$ cat config.mk
export PLATFORM = sky130hd
export DESIGN_NAME = ps2_jump_receiver
export DESIGN_NICKNAME = d
export VERILOG_FILES = /design/src/rtl/ps2_jump_receiver.sv
export SDC_FILE = /design/constraint.sdc
export NUM_CORES = 1
export LEC_CHECK = 0
export BUFFER_PORTS_ARGS = -buffer_cell sky130_fd_sc_hd__buf_2
export CAP_MARGIN = 15
export CORE_ASPECT_RATIO = 0.8
export CORE_MARGIN = 5
export CORE_UTILIZATION = 45
export DETAILED_ROUTE_END_ITERATION = 16
export PLACE_DENSITY_LB_ADDON = 0.05
export SETUP_SLACK_MARGIN = 0.4
export SLEW_MARGIN = 20
export SYNTH_ARGS = -nofsm -noshare
export SYNTH_HDL_FRONTEND = slang
export SYNTH_SLANG_ARGS = --single-unit
$ cat constraint.sdc
create_clock -name clk -period 5.8 [get_ports clk]
set_clock_uncertainty 0.1 [all_clocks]
set_input_delay 0.87 -clock clk [delete_from_list [all_inputs] [get_ports clk]]
set_output_delay 0.87 -clock clk [all_outputs]
set_load 0.05 [all_outputs]
$ cat src/rtl/ps2_jump_receiver.sv
// PS/2 keyboard receiver: input filter, 11-bit deframer, E0/F0 prefix stripping and jump-key pulse.
// Optional macro PS2_TIMEOUT_EN adds an intra-frame timeout that raises frame_err.
module ps2_jump_receiver #(
    parameter int         SYSTEM_FREQ = 100000000,
    parameter int         FILTER_LEN  = 8,
    parameter int         TIMEOUT_US  = 1000,
    parameter logic [7:0] JUMP_CODE   = 8'h29
) (
    input  logic       clk,
    input  logic       reset,
    input  logic       ps2_clk,
    input  logic       ps2_data,
    output logic [7:0] scan_code,
    output logic       scan_valid,
    output logic       is_break,
    output logic       is_extended,
    output logic       parity_err,
    output logic       frame_err,
    output logic       jump,
    output logic       jump_held
);

    localparam int                FCNT_W   = $clog2(FILTER_LEN + 1);
    localparam logic [FCNT_W-1:0] FILT_MAX = FCNT_W'(FILTER_LEN - 1);

    localparam logic [1:0] IDLE   = 2'd0;
    localparam logic [1:0] DATA   = 2'd1;
    localparam logic [1:0] PARITY = 2'd2;
    localparam logic [1:0] STOP   = 2'd3;

    logic              clk_s1, clk_s2;
    logic              dat_s1, dat_s2;
    logic              clk_filt;
    logic [FCNT_W-1:0] fcnt;
    logic              fall_edge;

    logic [1:0]        state;
    logic [2:0]        bit_cnt;
    logic [7:0]        shift_reg;
    logic              par_bit;
    logic              brk_flag;
    logic              ext_flag;

`ifdef PS2_TIMEOUT_EN
    localparam int                TIMEOUT_CYCLES = SYSTEM_FREQ / 1000000 * TIMEOUT_US;
    localparam int                TCNT_W         = $clog2(TIMEOUT_CYCLES + 1);
    localparam logic [TCNT_W-1:0] TCNT_MAX       = TCNT_W'(TIMEOUT_CYCLES - 1);
    logic [TCNT_W-1:0]            tcnt;
`endif

    always_ff @(posedge clk) begin
        if (!reset) begin
            clk_s1 <= 1'b1;
            clk_s2 <= 1'b1;
            dat_s1 <= 1'b1;
            dat_s2 <= 1'b1;
        end else begin
            clk_s1 <= ps2_clk;
            clk_s2 <= clk_s1;
            dat_s1 <= ps2_data;
            dat_s2 <= dat_s1;
        end
    end

    // The filtered clock flips only once FILTER_LEN samples in a row disagree with it.
    always_ff @(posedge clk) begin
        if (!reset) begin
            clk_filt <= 1'b1;
            fcnt     <= '0;
        end else if (clk_s2 == clk_filt) begin
            fcnt <= '0;
        end else if (fcnt == FILT_MAX) begin
            clk_filt <= clk_s2;
            fcnt     <= '0;
        end else begin
            fcnt <= fcnt + 1'b1;
        end
    end

    assign fall_edge = clk_filt && !clk_s2 && (fcnt == FILT_MAX);

    always_ff @(posedge clk) begin
        if (!reset) begin
            state       <= IDLE;
            bit_cnt     <= '0;
            shift_reg   <= '0;
            par_bit     <= 1'b0;
            brk_flag    <= 1'b0;
            ext_flag    <= 1'b0;
            scan_code   <= '0;
            scan_valid  <= 1'b0;
            is_break    <= 1'b0;
            is_extended <= 1'b0;
            parity_err  <= 1'b0;
            frame_err   <= 1'b0;
            jump        <= 1'b0;
            jump_held   <= 1'b0;
`ifdef PS2_TIMEOUT_EN
            tcnt        <= '0;
`endif
        end else begin
            scan_valid <= 1'b0;
            parity_err <= 1'b0;
            frame_err  <= 1'b0;
            jump       <= 1'b0;
            if (fall_edge) begin
`ifdef PS2_TIMEOUT_EN
                tcnt <= '0;
`endif
                case (state)
                    IDLE: begin
                        if (!dat_s2) begin
                            state   <= DATA;
                            bit_cnt <= '0;
                        end
                    end
                    DATA: begin
                        shift_reg[bit_cnt] <= dat_s2;
                        if (bit_cnt == 3'd7) state <= PARITY;
                        else bit_cnt <= bit_cnt + 1'b1;
                    end
                    PARITY: begin
                        par_bit <= dat_s2;
                        state   <= STOP;
                    end
                    default: begin
                        state <= IDLE;
                        // Stop-bit error wins over parity error; either one drops pending prefixes.
                        if (!dat_s2) begin
                            frame_err <= 1'b1;
                            brk_flag  <= 1'b0;
                            ext_flag  <= 1'b0;
                        end else if (!(^{shift_reg, par_bit})) begin
                            parity_err <= 1'b1;
                            brk_flag   <= 1'b0;
                            ext_flag   <= 1'b0;
                        end else if (shift_reg == 8'hE0) begin
                            ext_flag <= 1'b1;
                        end else if (shift_reg == 8'hF0) begin
                            brk_flag <= 1'b1;
                        end else begin
                            scan_code   <= shift_reg;
                            is_break    <= brk_flag;
                            is_extended <= ext_flag;
                            scan_valid  <= 1'b1;
                            brk_flag    <= 1'b0;
                            ext_flag    <= 1'b0;
                            if (shift_reg == JUMP_CODE && !ext_flag) begin
                                if (brk_flag) begin
                                    jump_held <= 1'b0;
                                end else if (!jump_held) begin
                                    jump      <= 1'b1;
                                    jump_held <= 1'b1;
                                end
                            end
                        end
                    end
                endcase
            end
`ifdef PS2_TIMEOUT_EN
            else if (state != IDLE) begin
                if (tcnt == TCNT_MAX) begin
                    frame_err <= 1'b1;
                    state     <= IDLE;
                    brk_flag  <= 1'b0;
                    ext_flag  <= 1'b0;
                    tcnt      <= '0;
                end else begin
                    tcnt <= tcnt + 1'b1;
                end
            end
`endif
        end
    end

endmodule

# Word-level counts from Yosys, hierarchy flattened
# Index checks and enable logic that the tools add are counted.
[totals]
elab_cells = 92
regBits = 40
in_bits = 4
out_inout_bits = 15
[classes]
reduce_logical = 24
eq_ne = 13
addsub = 2
magnitude_cmp = 2
n_mux = 22
n_bitwise = 9
[ops]
columns = ["cell", "n"]
rows = [
  ["$eq A8 B8 Y1 const B", 2],
  ["$mux W1", 14],
  ["$reduce_or A11 Y1", 1],
  ["$not A1 Y1", 9],
  ["$reduce_and A3 Y1", 3],
  ["$reduce_xor A9 Y1", 1],
  ["$bwmux W8", 1],
  ["$eq A8 B6 Y1 const B", 1],
  ["$reduce_or A8 Y1", 1],
  ["$reduce_and A7 Y1", 1],
  ["$mux W3", 2],
  ["$ne A2 B2 Y1 const B", 3],
  ["$pmux W2 S3", 1],
  ["$pmux W3 S2", 1],
  ["$reduce_and A2 Y1", 3],
  ["$reduce_and A6 Y1", 1],
  ["$reduce_or A3 Y1", 2],
  ["$reduce_or A6 Y1", 1],
  ["$reduce_or A5 Y1", 1],
  ["$add A4 B1 Y4 const B", 1],
  ["$eq A4 B3 Y1 const B", 1],
  ["$logic_and A1 B1 Y1", 4],
  ["$lt A3 B4 Y1 const B", 1],
  ["$mux W2", 2],
  ["13 further kinds", 14],
]

# Logic depth before layout (Yosys ltp)
[logic_depth]
depth_word = 5
depth_mapped = 8
ltp_nobuf = 7

# Worst setup path before layout
# OpenSTA, ideal clock, no wires.
[synth_timing]
path_kind = "reg-to-reg"
from = "register shift_reg[6]"
to = "register ext_flag"
required_time_ps = 5626
setup_slack_ps = 3932
setup_time_ps = 74
stages_incl_launch_ff = 5
synth_period_minus_slack_ps = 1868
t_arrival_ps = 1694
n_path_buf = 0
cell_sequence = "dfxtp_1 > xnor3_1 > xnor3_2 > or4_1 > a31oi_1"
[synth_via]
elab_chain_cells = 4
word_cells_on_any_way = 8
classes_between = "eq/ne (3); mux (3); reduce/logical (2)"
[synth_rtl]
columns = ["item", "line_no", "source"]
rows = [
  ["start: declaration", "39", "logic [7:0] shift_reg;"],
  ["start signal: indexed assignment", "118", "shift_reg[bit_cnt] <= dat_s2;"],
  ["$eq A8 B8 Y1", "137", "end else if (shift_reg == 8'hE0) begin"],
  ["$mux W1", "137", ""],
  ["$mux W1", "133", "end else if (!(^{shift_reg, par_bit})) begin"],
  ["$mux W1", "129", "if (!dat_s2) begin"],
  ["end signal: assignment", "132", "ext_flag <= 1'b0;"],
  ["end signal: assignment", "136", "ext_flag <= 1'b0;"],
  ["end signal: assignment", "138", "ext_flag <= 1'b1;"],
  ["end: declaration", "42", "logic ext_flag;"],
]
# Parallel ways exist; a longest one is shown, timed or not.
# A chain may end at the register's enable or synchronous reset.

# Final worst setup path
[layout_timing]
from = "input port reset"
to = "register scan_valid"
[layout_via]
elab_chain_cells = 2
[layout_rtl]
columns = ["item", "line_no", "source"]
rows = [
  ["start: declaration", "10", "input logic reset,"],
  ["$not A1 Y1 (no line)", "--", ""],
  ["$reduce_or A8 Y1 (no line)", "--", ""],
  ["end signal: assignment", "91", "scan_valid <= 1'b0;"],
  ["end signal: assignment", "102", "scan_valid <= 1'b0;"],
  ["end signal: assignment", "145", "scan_valid <= 1'b1;"],
  ["end: declaration", "14", "output logic scan_valid,"],
]
# Every way passes these cells.

==> metrics.txt <==
Clk Latency, worst-skew pair=290 ps; Antenna Cells=0; share of layout cells above drive strength 1=14.16%; final wirelength=3593 microns; final critical-path share of the clock period=38.35%; Clock H-tree levels=2; Hold Fails Final Rpt=0; Crit Reg-Reg Startpoint=shift_reg[6]; Hold Path Stages=1; cell area after synthesis=around 1900 sq um; EDFF count, synth=0; Post-Place Worst Slack=3281 ps; initial drt markers=59; DP Wirelength=2562 microns; final net count=230; GRT Overall Usage=14.58%; vias in the first global route=1364; cell accounting for the most synthesized area=dfxtp_1; Lkg Pwr=0.8195 nW; fin crit period=2224 ps; Post-CTS Resized=0; Netlist cell types=38; Final Wtd Congestion=0.8089; hold_sp=clk_s1; largest net degree at the start of global routing=35; Synth Net Count=213; Post-synth ARST share=0%; Synth-to-Final Area Change=12.77%; Worst Hold End=clk_s2; initial core utilization=47.74%; Rows=20; I/O Buffers=18; Reg clk slew, reported paths=80 ps; # IOs=19; status=finished clean; die width=roughly 80 microns; most frequent cells after synthesis=40 x dfxtp_1, 33 x nand2_1, 22 x mux2i_1, 21 x nor2_1; Max Freq=~450 MHz; Util after Layout=53.84%; filler instances=381; max_cap viols=0; Avg Cell Area, Syn=around 9 sq um; most frequent cell after synthesis=dfxtp_1; multi-input logic area=991.0 sq um; Slew HR=64.18%; first-pass GRT wire length=5975 microns; Setup WS post-layout=3576 ps; largest cells by area after synthesis=dfxtp_1 43%, mux2i_1 12%, nand2_1 6.7%; yosys warns=0; RSZ-0062 raised after global routing=no; post-synth top area share=a little over two fifths; IR drop worst, VDD=0.1442 mV; reg2reg end=scan_code[7]; ys flop type=dfxtp_1; #FFs+latches synth=40; vias per std cell=~5.1; Worst R2R Path Depth=5; CP max FO=34; initial antenna violation count=0; Fin Setup TNS=0 ps; critical path class=in -> reg; Slew Limit Fails=0; Remaining DRCs=0; CTS tree=done; register area share after synthesis=43.24%; cts bufs inserted=5; clk root buf=clkbuf_8; Die H=67.38 microns; Post-CTS Setup Bufs=0; Final setup viols=0; grt total ovfl=0; CP startpoint kind=input pin; Clock Sinks=40; core area=between 3000 and 4000 sq um; Wirelength per Cell=13.11 microns; total iterations of the first detailed-routing run=4; CP Data Required Time=5920 ps; P per Cell Area=244.0 nW/um^2; Clock Path Buffers=2; CTS Hold Buffers Added=0; crit path DAT=2350 ps; DR vias=1400; die area=approximately 5500 sq um; Cells after Synth=201; crit path capture type=flop; Storage cell area=roughly 800 sq um; post-route ant nets=0; R2R setup slack=3760 ps; Hold WC Path Type=reg -> reg; worst slew pin tran=around 540 ps
through the flow:
| step | hold WS, ps | area [sq um] | power (mW) | cells |
|---|---|---|---|---|
| 3_3_place_gp | 291.3 | 1981 | 0.2919 | 266 |
| 5_1_grt | 347.3 | 2088 | 0.5292 | 274 |
| 4_1_cts | 319.0 | 2088 | 0.5172 | 274 |
| 6_report | 310.7 | 2088 | 0.5096 | 274 |
| 3_5_place_dp | 297.0 | 1981 | 0.2925 | 266 |
| 2_1_floorplan | 286.3 | 1852 | 0.2897 | 201 |
worst max-delay path, cell delays in order:
cell and delay [ps]:
buf_2 430, inv_1 350, nor3_1 320, nand3_1 140
nor3b_1 220
cell type report:
class / instances / area share [%]
Multi-Input combinational cell: 145 / 47.45
Sequential cell: 40 / 38.35
Timing Repair Buffer: 18 / 4.314
Clock buffer: 6 / 3.475
Tap cell: 55 / 3.295
Clock inverter: 2 / 1.678
Inverter: 8 / 1.438
metal layers:
metal	track usage, %	wire length [microns]
met1	17.74	1713
met2	23.79	1625
met3	4.133	192
met4	6.846	61
met5	0	0
placed cells by master (no fill, tap or decap), types with 2 or more instances in the layout:
cell	instances
a21oi_1	3
buf_2	18
clkbuf_8	5
dfxtp_1	40
ha_1	8
inv_1	7
mux2i_1	22
nand2_1	33
nand2b_1	5
nand3_1	8
nand3b_1	2
nand4_1	3
nor2_1	21
nor2b_1	4
nor3_1	4
nor3b_1	4
nor4_1	2
nor4b_1	2
o21ai_1	2
xnor2_1	3
xor2_1	2
kinds of logic (layout without fill, tap and decap cells):
logic type	Yosys count	count (layout)	share of synthesized area (%)
DFF	40	40	43.24
AOI/OAI and AO/OA	11	11	3.649
xor gates and xnor gates	8	8	5.744
buffers and inverters	16	34	3.243
adders and majority gates	8	8	5.406
and+or+nand+nor	96	96	26.83
muxes	22	22	11.89
worst max path at each step:
stage,from,to,cells past startpoint
final,reset,scan_valid,5
after global routing,reset,scan_valid,5
after CTS,reset,scan_valid,5
after detailed placement,reset,scan_valid,5
after global placement,reset,scan_valid,5
after floorplan,shift_reg[6],ext_flag,4
where the power goes:
part	switching (mW)	total [mW]	internal (mW)
clock network	0.0959	0.224	0.128
logic	0.00579	0.00860	0.00281
registers	0.00147	0.277	0.276
total	0.103	0.510	0.406
Note: power is estimated with default switching activity, not from simulation.
